$ cat config.mk
export PLATFORM = sky130hd
export DESIGN_NAME = hazard_stall_unit
export DESIGN_NICKNAME = d
export VERILOG_FILES = /design/src/rtl/hazard_stall_unit.sv
export SDC_FILE = /design/constraint.sdc
export NUM_CORES = 1
export LEC_CHECK = 0
export CAP_MARGIN = 0
export CORE_MARGIN = 10
export CORE_UTILIZATION = 61
export CTS_CLUSTER_SIZE = 8
export DETAILED_ROUTE_END_ITERATION = 7
export DONT_BUFFER_PORTS = 1
export HOLD_SLACK_MARGIN = 0.12
export PLACE_DENSITY = 0.77
export SKIP_LAST_GASP = 1
export SYNTH_ARGS = -nofsm -noshare
export SYNTH_HDL_FRONTEND = slang
export SYNTH_SLANG_ARGS = --single-unit
$ cat constraint.sdc
create_clock -name clk -period 5.9 [get_ports clk]
set_input_delay 0.885 -clock clk [delete_from_list [all_inputs] [get_ports clk]]
set_output_delay 0.885 -clock clk [all_outputs]
set_load 0.05 [all_outputs]
$ cat src/rtl/hazard_stall_unit.sv
// Pipeline interlock: load-use bubbles, taken-branch flushes, memory-wait freezes and halt drain.
// Latency: outputs are combinational from state and inputs; the state advances on each rising clk edge.
// Backpressure: imem/dmem wait freezes every pipeline register. HALTED ignores further waits until reset.
module hazard_stall_unit #(
    parameter int REG_ADDR_W   = 3,
    parameter int DRAIN_CYCLES = 2,
    parameter int STALL_CNT_W  = 16
) (
    input  logic                   clk,
    input  logic                   rst_n,
    input  logic [REG_ADDR_W-1:0]  fd_Rs,
    input  logic [REG_ADDR_W-1:0]  fd_Rt,
    input  logic                   fd_rs_used,
    input  logic                   fd_rt_used,
    input  logic [REG_ADDR_W-1:0]  de_write_reg,
    input  logic                   de_reg_wr,
    input  logic                   de_mem_rd,
    input  logic                   de_halt,
    input  logic                   ex_br_taken,
    input  logic                   imem_stall,
    input  logic                   dmem_stall,
    output logic                   pc_wr_en,
    output logic                   fd_wr_en,
    output logic                   de_wr_en,
    output logic                   em_wr_en,
    output logic                   mw_wr_en,
    output logic                   fd_flush,
    output logic                   de_bubble,
    output logic                   halted,
    output logic [STALL_CNT_W-1:0] stall_cycles
);

    localparam int CNT_W = (DRAIN_CYCLES > 1) ? $clog2(DRAIN_CYCLES) : 1;
    localparam logic [CNT_W-1:0] DRAIN_INIT = CNT_W'(DRAIN_CYCLES - 1);

    typedef enum logic [1:0] {
        S_RUN    = 2'd0,
        S_DRAIN  = 2'd1,
        S_HALTED = 2'd2
    } state_t;

    state_t                 r_state;
    state_t                 w_state_nxt;
    logic [CNT_W-1:0]       r_cnt;
    logic [CNT_W-1:0]       w_cnt_nxt;
    logic [STALL_CNT_W-1:0] r_stall_cnt;
    logic [STALL_CNT_W-1:0] w_stall_nxt;
    logic                   w_freeze;
    logic                   w_load_use;
    logic                   w_stall_inc;

    assign w_freeze   = imem_stall | dmem_stall;
    assign w_load_use = de_mem_rd & de_reg_wr &
                        ((fd_rs_used & (fd_Rs == de_write_reg)) |
                         (fd_rt_used & (fd_Rt == de_write_reg)));

    always_ff @(posedge clk or negedge rst_n) begin
        if (!rst_n) begin
            r_state     <= S_RUN;
            r_cnt       <= '0;
            r_stall_cnt <= '0;
        end else begin
            r_state     <= w_state_nxt;
            r_cnt       <= w_cnt_nxt;
            r_stall_cnt <= w_stall_nxt;
        end
    end

    always_comb begin
        w_state_nxt = r_state;
        w_cnt_nxt   = r_cnt;
        case (r_state)
            S_RUN: begin
                // A taken branch squashes the halt sitting alongside it.
                if (!w_freeze && !ex_br_taken && de_halt) begin
                    w_state_nxt = S_DRAIN;
                    w_cnt_nxt   = DRAIN_INIT;
                end
            end
            S_DRAIN: begin
                if (!w_freeze) begin
                    if (r_cnt == '0) begin
                        w_state_nxt = S_HALTED;
                    end else begin
                        w_cnt_nxt = r_cnt - 1'b1;
                    end
                end
            end
            default: begin
                w_state_nxt = r_state;
            end
        endcase
    end

    always_comb begin
        pc_wr_en  = 1'b0;
        fd_wr_en  = 1'b0;
        de_wr_en  = 1'b0;
        em_wr_en  = 1'b0;
        mw_wr_en  = 1'b0;
        fd_flush  = 1'b0;
        de_bubble = 1'b0;
        halted    = 1'b0;
        if (!rst_n) begin
            fd_flush  = 1'b1;
            de_bubble = 1'b1;
        end else begin
            case (r_state)
                S_RUN: begin
                    if (!w_freeze) begin
                        pc_wr_en = 1'b1;
                        fd_wr_en = 1'b1;
                        de_wr_en = 1'b1;
                        em_wr_en = 1'b1;
                        mw_wr_en = 1'b1;
                        if (ex_br_taken) begin
                            fd_flush  = 1'b1;
                            de_bubble = 1'b1;
                        end else if (de_halt) begin
                            fd_flush = 1'b1;
                        end else if (w_load_use) begin
                            pc_wr_en  = 1'b0;
                            fd_wr_en  = 1'b0;
                            de_bubble = 1'b1;
                        end
                    end
                end
                S_DRAIN: begin
                    if (!w_freeze) begin
                        fd_wr_en  = 1'b1;
                        de_wr_en  = 1'b1;
                        em_wr_en  = 1'b1;
                        mw_wr_en  = 1'b1;
                        fd_flush  = 1'b1;
                        de_bubble = 1'b1;
                    end
                end
                S_HALTED: begin
                    halted = 1'b1;
                end
                default: begin
                    halted = 1'b0;
                end
            endcase
        end
    end

    // Any live cycle that does not advance the PC counts as a stall; HALTED is not live.
    assign w_stall_inc = (r_state != S_HALTED) && !pc_wr_en;
    assign w_stall_nxt = (w_stall_inc && !(&r_stall_cnt)) ? r_stall_cnt + 1'b1 : r_stall_cnt;

    assign stall_cycles = r_stall_cnt;

endmodule
# Word level (Yosys, flattened, before mapping)
# Cells that the tools add are included.
word_totals:
  regBits: 19
  input_bits: 19
  out_inout_bits: 24
  wordCells: 65
classes:
  n_addsub: 2
  eq_ne: 8
  muxes: 32
  n_bitwise: 6
  reduce_logical: 14
ops:
  columns: ["operator", "n"]
  rows:
  - ["two-way mux 1 bit", 24]
  - ["adder 16 x 1 -> 16 bit, second input constant", 1]
  - ["AND reduction 16 bit", 1]
  - ["!= test 2 bit, second input constant", 4]
  - ["case mux 1 bit (2 select lines)", 4]
  - ["== test 3 bit", 2]
  - ["two-way mux 2 bit", 3]
  - ["AND 1 bit", 4]
  - ["logical AND 1 bit", 4]
  - ["zero test 1 bit", 4]
  - ["case mux 2 bit (2 select lines)", 1]
  - ["AND reduction 4 bit", 1]
  - ["AND reduction 3 bit", 1]
  - ["== test 2 x 1 -> 1 bit, second input constant", 1]
  - ["== test 2 bit, second input constant", 1]
  - ["zero test 2 bit", 1]
  - ["bitwise OR 1 bit", 2]
  - ["nonzero test 2 bit", 1]
  - ["OR reduction 2 bit", 1]
  - ["subtractor 1 bit, second input constant", 1]

# Logic depth before layout (Yosys ltp)
# Gate-level depths: netlist of the first run.
logic_depth:
  word_depth: 13
  ltp_mapped: 8
  depth_no_buf: 7

# Least setup slack after synthesis of the first run
# Ideal clock, no wire load.
synth_timing:
  path_type: "input port to output port"
  start: "in de_write_reg[0]"
  end: "out de_bubble"
  arrival_time_ps: 2638
  t_required_ps: 5015
  slack_ps: 2377
  path_stages: 5
  path_cell_list: "xnor2_1 > nand4_1 > a211oi_1 > nor3_1 > o21ai_0"
synth_between:
  elab_chain_cells: 10
  elab_cells_between_ends: 12
  classes_between: "eq/ne (2); mux (6); bitwise (4)"
synth_rtl:
  columns: ["item", "line", "text"]
  rows:
  - ["start: declaration", "15", "input logic [REG_ADDR_W-1:0] de_write_reg,"]
  - ["== test 3 bit, on equally long branches", "54, 55", null]
  - ["AND 1 bit, on equally long branches", "54, 55", null]
  - ["bitwise OR 1 bit *", "54", "((fd_rs_used & (fd_Rs == de_write_reg)) |"]
  - ["AND 1 bit *", "53", "assign w_load_use = de_mem_rd & de_reg_wr &"]
  - ["two-way mux 1 bit *", "121", "end else if (w_load_use) begin"]
  - ["two-way mux 1 bit *", "119", "end else if (de_halt) begin"]
  - ["two-way mux 1 bit *", "116", "if (ex_br_taken) begin"]
  - ["two-way mux 1 bit *", "110", "if (!w_freeze) begin"]
  - ["case mux 1 bit (2 select lines) *", "108", "case (r_state)"]
  - ["two-way mux 1 bit *", "104", "if (!rst_n) begin"]
  - ["end: declaration", "28", "output logic de_bubble,"]
# Every way passes the cells marked *; elsewhere a longest branch is shown, timed or not.

# Final worst setup path of the first run
layout_timing:
  start: "in de_write_reg[1]"
  end: "out de_bubble"
# The elaborated chain is that of the path after synthesis.

==> summary.txt, run 1 <==
Synth
  • Primary FF master, synth: dfrtp_1
  • Sequential area share after synthesis: 45.8%
  • Yosys cell types: 29
  • Synth cell count leaders: 19 x dfrtp_1, 18 x xnor2_1, 9 x nand4_1
  • Syn Std Cell Area: 1040 um2
  • Post-Synthesis Cells: 105
  • Syn Area/Cell: 9.89 um2
  • Yosys reg bits: 19
  • Cell with the most instances after synthesis: dfrtp_1
  • Area contributors post-synth: dfrtp_1 46%, xnor2_1 15%, nand4_1 5.4%
  • YS warnings: 0
  • Cell taking the most area after synthesis: dfrtp_1
  • Post-synth EDFFs: 0
  • Post-Syn Nets: 125
  • Asr flop ratio synth: 100%
  • Synth top area share: 45.8%

Clock tree
  • Post-CTS Setup Repair Bufs: 0
  • # H-tree levels: 1
  • CTS resizes: 0
  • Reg clk slew, reported paths: 0.11 ns
  • Max clock buf depth: 2
  • Clock latency at the later pin of the worst-skew pair: 0.29 ns
  • CTS Sinks: 19
  • CTS tree: built
  • Hold_buf cts: 0
  • Root buffer cell: clkbuf_4
  • Cts bufs inserted: 3

Route
  • Remaining DRCs: 0
  • Vias per inst: 6.08
  • Initial DRC count: 21
  • Avg WL per Cell: 17.6 um
  • Vias: 742
  • Router iterations before antenna repair: 4
  • ANT nets after route: 0
  • Post-Route WL: 2150 um

Floorplan
  • Core area: 1560 um2
  • Row cnt: 14
  • Die span in x: 61.3 um
  • Starting Density: 66.6%
  • I/O pins: 43
  • Die Y: 61.3 um
  • Die area: 3750 um2

Setup path
  • R2R Path Start: stall_cycles[0]$_DFFE_PN0P_
  • Critical Path Sink Type: output port
  • Critical Path Start Type: primary input
  • Crit path DAT: 2.44 ns
  • CP Data Required Time: 5.02 ns
  • Crit Path Max Fanout: 3
  • R2R Setup Slk: 3.24 ns
  • Worst setup path start: de_write_reg[1]
  • Worst Path Class, Setup: primary input to output port

STA
  • Final Setup Violations: 0
  • Slew headroom: 30.0%
  • Minimum clock period: 3.32 ns
  • Clock skew: 0.00563 ns
  • Least-Margin Pin Slew: 1.05 ns
  • Setup repair after global routing missed its margin: no
  • Highest clock rate: 301 MHz
  • Setup TNS: 0 ns
  • Final Cycle Share: 56.3%
  • Fin. max-slew vios: 0
  • Final Hold Fails: 0

Pwr
  • Leakage: 0.000451 uW
  • Peak supply drop: 0.000456 V
  • Pwr/cell area: 463 nW/um2

Global route
  • Initial antenna violation count: 0
  • First-pass GRT wire length: 3530 um
  • Vias in the first global route: 767
  • Total track usage: 12.2%
  • Total gr overflow: 0
  • Pin count of the biggest net entering global routing: 25

Placed design
  • Routability cong.: 0.762
  • Placed Instances: 118
  • Port bufs: 0
  • HPWL Detailed: 1750 um

Flow run
  • Max_cap viols: 0

Final layout
  • Final #Nets: 127
  • Area delta synth->final: 3.37%
  • Final cell count without fillers: 122
  • Antenna Cells: 0
  • Share of post-route cells with drive strength above 1: 7.55%

Worst hold path
  • HP Class: primary input to asynchronous set/reset pin

Outcome
  • Status: finished, final reports clean
## worst max-delay path: stages
cell and delay (ns):
xnor2_1 0.13, nand4_1 0.13, a211oi_1 0.45, nor3_1 0.09, o21ai_1 0.76
## final timing paths
kind	to	cells past startpoint
max reg2reg	stall_cycles[13]$_DFFE_PN0P_	7
min reg2reg	r_state[0]$_DFFE_PN0P_	2
max in group asynchronous	stall_cycles[8]$_DFFE_PN0P_	0
min	r_state[0]$_DFFE_PN0P_	0
max	de_bubble	5
min in group clk	r_state[0]$_DFFE_PN0P_	2
## routing by layer
layer	share of wire, %	GRT usage, %
met1	37	13.1
met2	51	21.0
met3	10	4.94
met4	1.6	4.89
met5	0	0
## area by class of cell
cell class | count | area, um2
multi-input cells | 79 | 533
inverters | 3 | 11.3
flip-flops and latches | 19 | 475
repair buffers | 1 | 7.51
well taps | 16 | 20.0
fillers | 120 | 485
clock buffers | 4 | 26.3
## sequential cells by signal, summed over array words and instances (netlist names)
signal	cells
r_cnt	1
r_state	2
stall_cycles	16
## metrics by stage
stage | cell area (um2) | worst slack [ns] | util (%) | total power (uW) | hold slack (ns)
3_5_place_dp | 1050 | 2.57 | 67.2 | 439 | 0.504
3_3_place_gp | 1050 | 2.61 | 67.2 | 432 | 0.488
5_1_grt | 1070 | 2.45 | 68.9 | 529 | 0.249
6_report | 1070 | 2.58 | 68.9 | 497 | 0.266
4_1_cts | 1070 | 2.57 | 68.9 | 501 | 0.268
2_1_floorplan | 1040 | 2.38 | - | 411 | 0.478
## kinds of logic after synthesis
family                     Yosys count  share of synthesized area [%]
AOI/OAI and AO/OA                   12                           7.47
muxes                                1                           1.08
adders and majority gates            1                           1.20
DFF                                 19                           45.8
and+or+nand+nor                     44                           23.4
buffers and inverters                7                           3.37
xor gates and xnor gates            21                           17.7
## power by group
group / switching (uW) / total, uW / leakage, uW / internal (uW)
sequential: 137 / 301 / 0.000245 / 163
combinational: 76.4 / 131 / 0.000191 / 55.0
clock: 39.0 / 65.3 / 0.0000150 / 26.3
## placed cells by master, fill, tap and decap left out
master / n
ha_1: 1
a211oi_2: 1
a31o_2: 1
nor3_1: 3
dfrtp_1: 19
and2_1: 2
nor4b_1: 1
o21ai_0: 2
mux2_2: 1
inv_1: 3
xnor2_1: 18
nor3b_1: 1
or2_1: 1
xor2_1: 3
nand4_1: 9
o21ai_1: 2
a21oi_1: 3
or4b_1: 1
buf_4: 1
and3_1: 4
clkbuf_4: 3
and2_4: 1
a2111o_1: 1
clkbuf_1: 1
or3_1: 1
a22oi_1: 1
nand3_1: 5
nor2_1: 6
a211oi_1: 1
and4_1: 1
nand2_1: 8
(Power assumes the default switching activity.)
==> run 2: changes to the inputs <==
--- a/config.mk
+++ b/config.mk
@@ -7,12 +7,12 @@
 export LEC_CHECK = 0
 export CAP_MARGIN = 0
 export CORE_MARGIN = 10
-export CORE_UTILIZATION = 61
+export CORE_UTILIZATION = 60
 export CTS_CLUSTER_SIZE = 8
 export DETAILED_ROUTE_END_ITERATION = 7
 export DONT_BUFFER_PORTS = 1
 export HOLD_SLACK_MARGIN = 0.12
-export PLACE_DENSITY = 0.77
+export PLACE_DENSITY = 0.76
 export SKIP_LAST_GASP = 1
 export SYNTH_ARGS = -nofsm -noshare
 export SYNTH_HDL_FRONTEND = slang
==> constraint.sdc (replaced) <==
create_clock -name clk -period 3.1 [get_ports clk]
set_input_delay 0.465 -clock clk [delete_from_list [all_inputs] [get_ports clk]]
set_output_delay 0.465 -clock clk [all_outputs]
set_load 0.05 [all_outputs]
==> run 2 against run 1 <==
- clock power is 91% higher
- via count increased by 6.7%
- worst setup slack got worse by 1.9 ns
- flip-flop and latch count unchanged
- design area rose by 8.7%
- final cell count is 9.8% higher
- combinational power increased to 3.1 times the previous value
- wire length grew 6.6%
- count of clock-buffer cells in the layout is 1 lower
- critical path type is now flop to flop
- critical endpoint is now stall_cycles[13]$_DFFE_PN0P_
- largest cell class unchanged
- highest routed layer unchanged
==> summary.txt, run 2 (synthesis gave the netlist of run 1 again) <==
Placed design
  • Placement Setup Slack: 0.654 ns (-1.92 ns)
  • Routability cong.: 0.797 (+4.5%)
  • Port bufs: 0 (unchanged)
  • DP Area: 1130 um2 (+7.9%)
  • HPWL Detailed: 1890 um (+8.4%)

Worst hold path
  • HP Class: primary input to flop
  • Hold Crit Start: de_halt

Floorplan
  • Die Y: 61.6 um (+0.56%)
  • I/O pins: 43 (unchanged)
  • Row cnt: 14 (unchanged)
  • Core area: 1580 um2 (+1.1%)
  • Die span in x: 61.6 um (+0.56%)
  • Die area: 3800 um2 (+1.1%)
  • Starting Density: 65.9% (-0.74 points)

Clock tree
  • # H-tree levels: 1 (unchanged)
  • Max clock buf depth: 2 (unchanged)
  • Clock latency at the later pin of the worst-skew pair: 0.30 ns (about the same)
  • CTS resizes: 0 (unchanged)
  • Reg clk slew, reported paths: 0.10 ns (about the same)
  • Root buffer cell: clkbuf_4
  • Cts bufs inserted: 3 (unchanged)
  • CTS tree: built
  • CTS Sinks: 19 (unchanged)

STA
  • Minimum clock period: 2.46 ns
  • Highest clock rate: 406 MHz
  • Least-Margin Pin Slew: 0.887 ns (-0.166 ns)
  • Fin. max-slew vios: 0 (unchanged)
  • Final worst setup slack: 0.639 ns (-1.94 ns)
  • Setup repair after global routing missed its margin: no
  • Clock skew: 0.00123 ns (-0.00440 ns)
  • Final Setup Violations: 0 (unchanged)
  • Setup TNS: 0 ns (unchanged)
  • Slew headroom: 40.7% (+11 points)
  • Final Cycle Share: 79.4%
  • Final Hold Fails: 0 (unchanged)

Setup path
  • Max incr delay on CP: 0.62 ns (-0.14 ns)
  • CP most frequent cell: nand4_1
  • Critical Path Sink Type: flop
  • Worst Path Class, Setup: flop to flop
  • R2R Path Start: stall_cycles[0]$_DFFE_PN0P_
  • Crit path DAT: 2.63 ns (+0.19 ns)
  • CP Data Required Time: 3.27 ns (-1.75 ns)
  • Worst path cell trace: ha_1 -> and3_1 -> nand4_1 -> nor2_1 -> a21oi_1 -> buf_4 -> nand4_1 -> xnor2_1
  • Crit Path Max Fanout: 7 (+4)
  • Slowest library cell on the worst path: dfrtp_1
  • Worst setup path start: stall_cycles[0]$_DFFE_PN0P_
  • Critical Path Start Type: flop

Global route
  • Total track usage: 13.1% (+0.89 points)
  • Total gr overflow: 0 (unchanged)
  • Initial antenna violation count: 0 (unchanged)
  • First-pass GRT wire length: 3730 um (+5.7%)
  • Pin count of the biggest net entering global routing: 20 (-20%)
  • Vias in the first global route: 789 (+2.9%)

Flow run
  • Max_cap viols: 0 (unchanged)

Final layout
  • Finished Cell Area: 1170 um2 (+8.7%)
  • Most frequent cells in the layout: 19 x dfrtp_1, 18 x xnor2_1, 12 x buf_4
  • Number of flip-flops in the largest register: 16 (unchanged)
  • Antenna Cells: 0 (unchanged)
  • Share of post-route cells with drive strength above 1: 16.9% (+9.4 points)
  • Final #Nets: 139 (+9.4%)
  • Area delta synth->final: 12.4%
  • Most common cell after layout, fill and taps aside: dfrtp_1

Pwr
  • Pwr/cell area: 858 nW/um2 (+85%)
  • Leakage: 0.000515 uW (+14%)
  • Design Power: 1000 uW (+100%)
  • Peak supply drop: 0.000670 V (+47%)

Outcome
  • Status: finished, final reports clean

Route
  • Vias per inst: 5.91 (-2.8%)
  • Remaining DRCs: 0 (unchanged)
  • ANT nets after route: 0 (unchanged)
  • Initial DRC count: 11 (-48%)
  • Router iterations before antenna repair: 4 (unchanged)
  • Avg WL per Cell: 17.1 um (-2.9%)
  • Vias: 792 (+6.7%)
  • Post-Route WL: 2290 um (+6.6%)
==> run 2: path summary, 6_finish.rpt <==
path,to,slack (ns),depth (start not counted)
max in group asynchronous,stall_cycles[11]$_DFFE_PN0P_,1.88,1
hold / removal,r_cnt$_DFFE_PN0P_,0.33,2
min in group asynchronous,r_state[1]$_DFFE_PN0P_,0.70,1
hold reg to reg,r_state[0]$_DFFE_PN0P_,0.52,2
setup reg to reg,stall_cycles[13]$_DFFE_PN0P_,0.64,8
setup / recovery,stall_cycles[13]$_DFFE_PN0P_,0.64,8
==> run 2: area by class of cell <==
class / count / area, um2
Multi-Input combinational cell: 79 / 533
Sequential cell: 19 / 475
Fill cell: 115 / 409
Timing Repair Buffer: 13 / 100
Clock buffer: 3 / 22.5
Tap cell: 16 / 20.0
Inverter: 3 / 11.3
Clock inverter: 1 / 5.00
==> run 2: report_power, final <==
group	internal (uW)	switching (uW)	leakage, uW	total (uW)
sequential	312	161	0.000245	473
clock	48.1	76.4	0.0000177	125
combinational	147	256	0.000252	404
total	507	494	0.000515	1000
==> run 2: layer usage <==
layer / GRT usage [%] / vias up / routed length [um]
met4: 6.69 / 0 / 38
met5: 0 / - / 0
met3: 4.73 / 4 / 233
met2: 23.1 / 22 / 1190
li1: - / 395 / -
met1: 13.3 / 371 / 832
==> run 2: repair_timing <==
action,in CTS,in global routing
setup buffers,0,0
setup endpoints to repair,0,0
endpoints found under the hold margin,19,0
hold buffers,1,0
==> run 2: critical path, delay by kind of cell (launching register included) <==
kind / cells / cell delay, ns
flops: 1 / 0.62
simple gates: 4 / 0.54
compound gates: 1 / 0.44
fa+ha+maj: 1 / 0.33
buf+inv: 1 / 0.24
xor+xnor: 1 / 0.17
==> run 2: per-stage QoR <==
stage	util (%)	hold slack [ns]	cells
after CTS	74.0	0.326	134
final	74.0	0.327	134
after global routing	74.0	0.345	134
after floorplan	-	0.169	105
after global placement	71.7	0.170	129
after detailed placement	71.7	0.170	129
==> run 3: changes to the inputs <==
--- a/config.mk
+++ b/config.mk
@@ -7,12 +7,12 @@
 export LEC_CHECK = 0
 export CAP_MARGIN = 0
 export CORE_MARGIN = 10
-export CORE_UTILIZATION = 60
+export CORE_UTILIZATION = 54
 export CTS_CLUSTER_SIZE = 8
 export DETAILED_ROUTE_END_ITERATION = 7
 export DONT_BUFFER_PORTS = 1
 export HOLD_SLACK_MARGIN = 0.12
-export PLACE_DENSITY = 0.76
+export PLACE_DENSITY = 0.72
 export SKIP_LAST_GASP = 1
 export SYNTH_ARGS = -nofsm -noshare
 export SYNTH_HDL_FRONTEND = slang
==> constraint.sdc (replaced) <==
create_clock -name clk -period 2 [get_ports clk]
set_input_delay 0.3 -clock clk [delete_from_list [all_inputs] [get_ports clk]]
set_output_delay 0.3 -clock clk [all_outputs]
set_load 0.05 [all_outputs]
==> run 3 against run 2 <==
- count of clock-buffer cells in the layout is the same
- clock skew grew 0.00063 ns
- maximum frequency grew 27%
- hold slack lost 0.16 ns
- final cell count grew 16%
- combinational power grew 140%
- global-route usage is essentially flat
- critical endpoint is now stall_cycles[5]$_DFFE_PN0P_
- largest cell class unchanged
- largest power group is now combinational cells
- highest routed layer unchanged
==> summary.txt, run 3 (synthesis gave the netlist of run 1 again) <==
Placed design
  • Routability cong.: 0.835 (+4.8%)
  • Placed Instances: 151 (+17%)
  • HPWL Detailed: 2120 um (+12%)
  • Port bufs: 0 (unchanged)

STA
  • Final Setup Violations: 0 (unchanged)
  • Least-Margin Pin Slew: 0.859 ns (-0.0275 ns)
  • Setup repair after global routing missed its margin: yes
  • Slew headroom: 42.5% (+1.9 points)
  • Fin. max-slew vios: 0 (unchanged)
  • Minimum clock period: 1.94 ns (-0.518 ns)
  • Final Cycle Share: 97.1% (+18 points)
  • Clock skew: 0.00186 ns (+0.000625 ns)
  • Final Hold Fails: 0 (unchanged)
  • Highest clock rate: 515 MHz (+27%)

Floorplan
  • Die area: 4080 um2 (+7.4%)
  • Starting Density: 58.2% (-7.6 points)
  • Row cnt: 15 (+1)
  • Core area: 1780 um2 (+13%)
  • I/O pins: 43 (unchanged)
  • Die span in x: 63.9 um (+3.7%)
  • Die Y: 63.9 um (+3.7%)

Route
  • Initial DRC count: 27 (+16)
  • Post-Route WL: 2710 um (+19%)
  • Router iterations before antenna repair: 5 (+1)
  • ANT nets after route: 0 (unchanged)
  • Vias per inst: 5.74 (-2.9%)
  • Vias: 895 (+13%)
  • Avg WL per Cell: 17.4 um (+1.8%)
  • Remaining DRCs: 0 (unchanged)

Final layout
  • Filler Cell Count: 137 (+19%)
  • Area delta synth->final: 28.1%
  • Finished Core Util: 74.6% (+0.55 points)
  • Most frequent cells in the layout: 21 x buf_4, 18 x xnor2_1, 17 x dfrtp_1
  • Most common cell after layout, fill and taps aside: buf_4
  • Final #Nets: 152 (+9.4%)
  • Antenna Cells: 0 (unchanged)
  • Number of flip-flops in the largest register: 16 (unchanged)
  • Share of post-route cells with drive strength above 1: 30.5% (+14 points)
  • Final cell count without fillers: 156 (+16%)

Setup path
  • CP Data Required Time: 2.20 ns (-1.07 ns)
  • CP endpoint: stall_cycles[5]$_DFFE_PN0P_
  • Critical Path Start Type: flop
  • Crit Path Max Fanout: 3 (-4)
  • R2R Path Start: r_state[1]$_DFFE_PN0P_
  • Worst setup path start: r_state[1]$_DFFE_PN0P_
  • R2R Setup Slk: 0.06 ns (-0.58 ns)
  • Crit path DAT: 2.14 ns (-0.49 ns)
  • Worst Path Class, Setup: flop to flop
  • Worst reg2reg path depth: 5 (-3)
  • Critical Path Sink Type: flop
  • RR Endpoint: stall_cycles[5]$_DFFE_PN0P_

Global route
  • Pin count of the biggest net entering global routing: 20 (unchanged)
  • Vias in the first global route: 925 (+17%)
  • Total track usage: 13.1% (-0.028 points)
  • Total gr overflow: 0 (unchanged)
  • Initial antenna violation count: 0 (unchanged)
  • First-pass GRT wire length: 4330 um (+16%)

Clock tree
  • # H-tree levels: 1 (unchanged)
  • Reg clk slew, reported paths: 0.11 ns (about the same)
  • CTS tree: built
  • Root buffer cell: clkbuf_4
  • Cts bufs inserted: 3 (unchanged)
  • Clock latency at the later pin of the worst-skew pair: 0.30 ns (about the same)
  • CTS Sinks: 19 (unchanged)
  • Max clock buf depth: 2 (unchanged)

Worst hold path
  • HP Class: primary input to flop
  • Hold Path Depth: 2 (unchanged)

Pwr
  • Switching power: 825 uW (+67%)
  • Sequential Power Share: 32.5% (-15 points)
  • Combinational power share: 55.9% (+16 points)
  • Switch share: 47.9% (-1.4 points)
  • Leakage: 0.000597 uW (+16%)
  • Clock share of power: 11.6% (-0.8 points)
  • Internal power: 897 uW (+77%)
  • Peak supply drop: 0.00112 V (+66%)
  • Pwr/cell area: 1290 nW/um2 (+51%)

Outcome
  • Status: finished, final reports clean

Flow run
  • Max_cap viols: 0 (unchanged)
==> run 3: worst min-delay path by stage <==
| stage | from | to | slack (ns) |
|---|---|---|---|
| floorplan | rst_n | r_cnt$_DFFE_PN0P_ | 0.004 |
| global placement | rst_n | r_state[0]$_DFFE_PN0P_ | 0.005 |
| detailed placement | rst_n | r_cnt$_DFFE_PN0P_ | 0.005 |
| CTS | de_halt | r_cnt$_DFFE_PN0P_ | 0.16 |
| global route | de_halt | r_cnt$_DFFE_PN0P_ | 0.19 |
| finish | de_halt | r_cnt$_DFFE_PN0P_ | 0.16 |
==> run 3: worst max-delay path, cell delays in order, from the launching register on <==
cell and delay (ns):
dfrtp_1 0.39, or2_1 0.22, a2111o_1 0.40, and2_4 0.17
or4b_4 0.51, xnor2_1 0.14
==> run 3: timing repair <==
| action | CTS | global route |
|---|---|---|
| endpoints found under the setup margin | 1 | 4 |
| setup buffers | 0 | 0 |
| endpoints found under the hold margin | 19 | 0 |
| hold buffers | 1 | 0 |
| pin swaps | 0 | 1 |
| gates resized for setup | 1 | 8 |
==> run 3: power by group through the flow <==
stage	logic (uW)	clock network, uW	registers, uW
floorplan	383	0	844
global placement	912	0	561
detailed placement	933	0	568
CTS	950	201	560
global route	1040	218	576
finish	963	200	559
==> run 3: final cells by class <==
cell class / count / area, um2 / area share, %
repair buffers: 26 / 221 / 16.7
clock buffers: 3 / 22.5 / 1.69
flip-flops and latches: 19 / 478 / 35.9
clock inverters: 1 / 5.00 / 0.376
multi-input cells: 79 / 561 / 42.1
well taps: 25 / 31.3 / 2.35
inverters: 3 / 11.3 / 0.847
==> run 3: metal layers <==
layer | track usage [%] | wire length (um)
met5 | 0 | 0
met4 | 5.46 | 51
met3 | 3.83 | 187
met2 | 23.9 | 1430
met1 | 13.6 | 1040
==> run 3: per-stage QoR <==
step                setup TNS, ns  total power, uW  area (um2)  hold WS, ns  setup slack [ns]
finish                          0             1720        1330        0.164            0.0575
global route                    0             1830        1330        0.187            0.0102
CTS                             0             1710        1300        0.160            0.0161
detailed placement       -0.00254             1500        1250      0.00515          -0.00254
global placement                0             1470        1250      0.00511            0.0540
floorplan                 -0.0289             1230        1050      0.00441           -0.0289
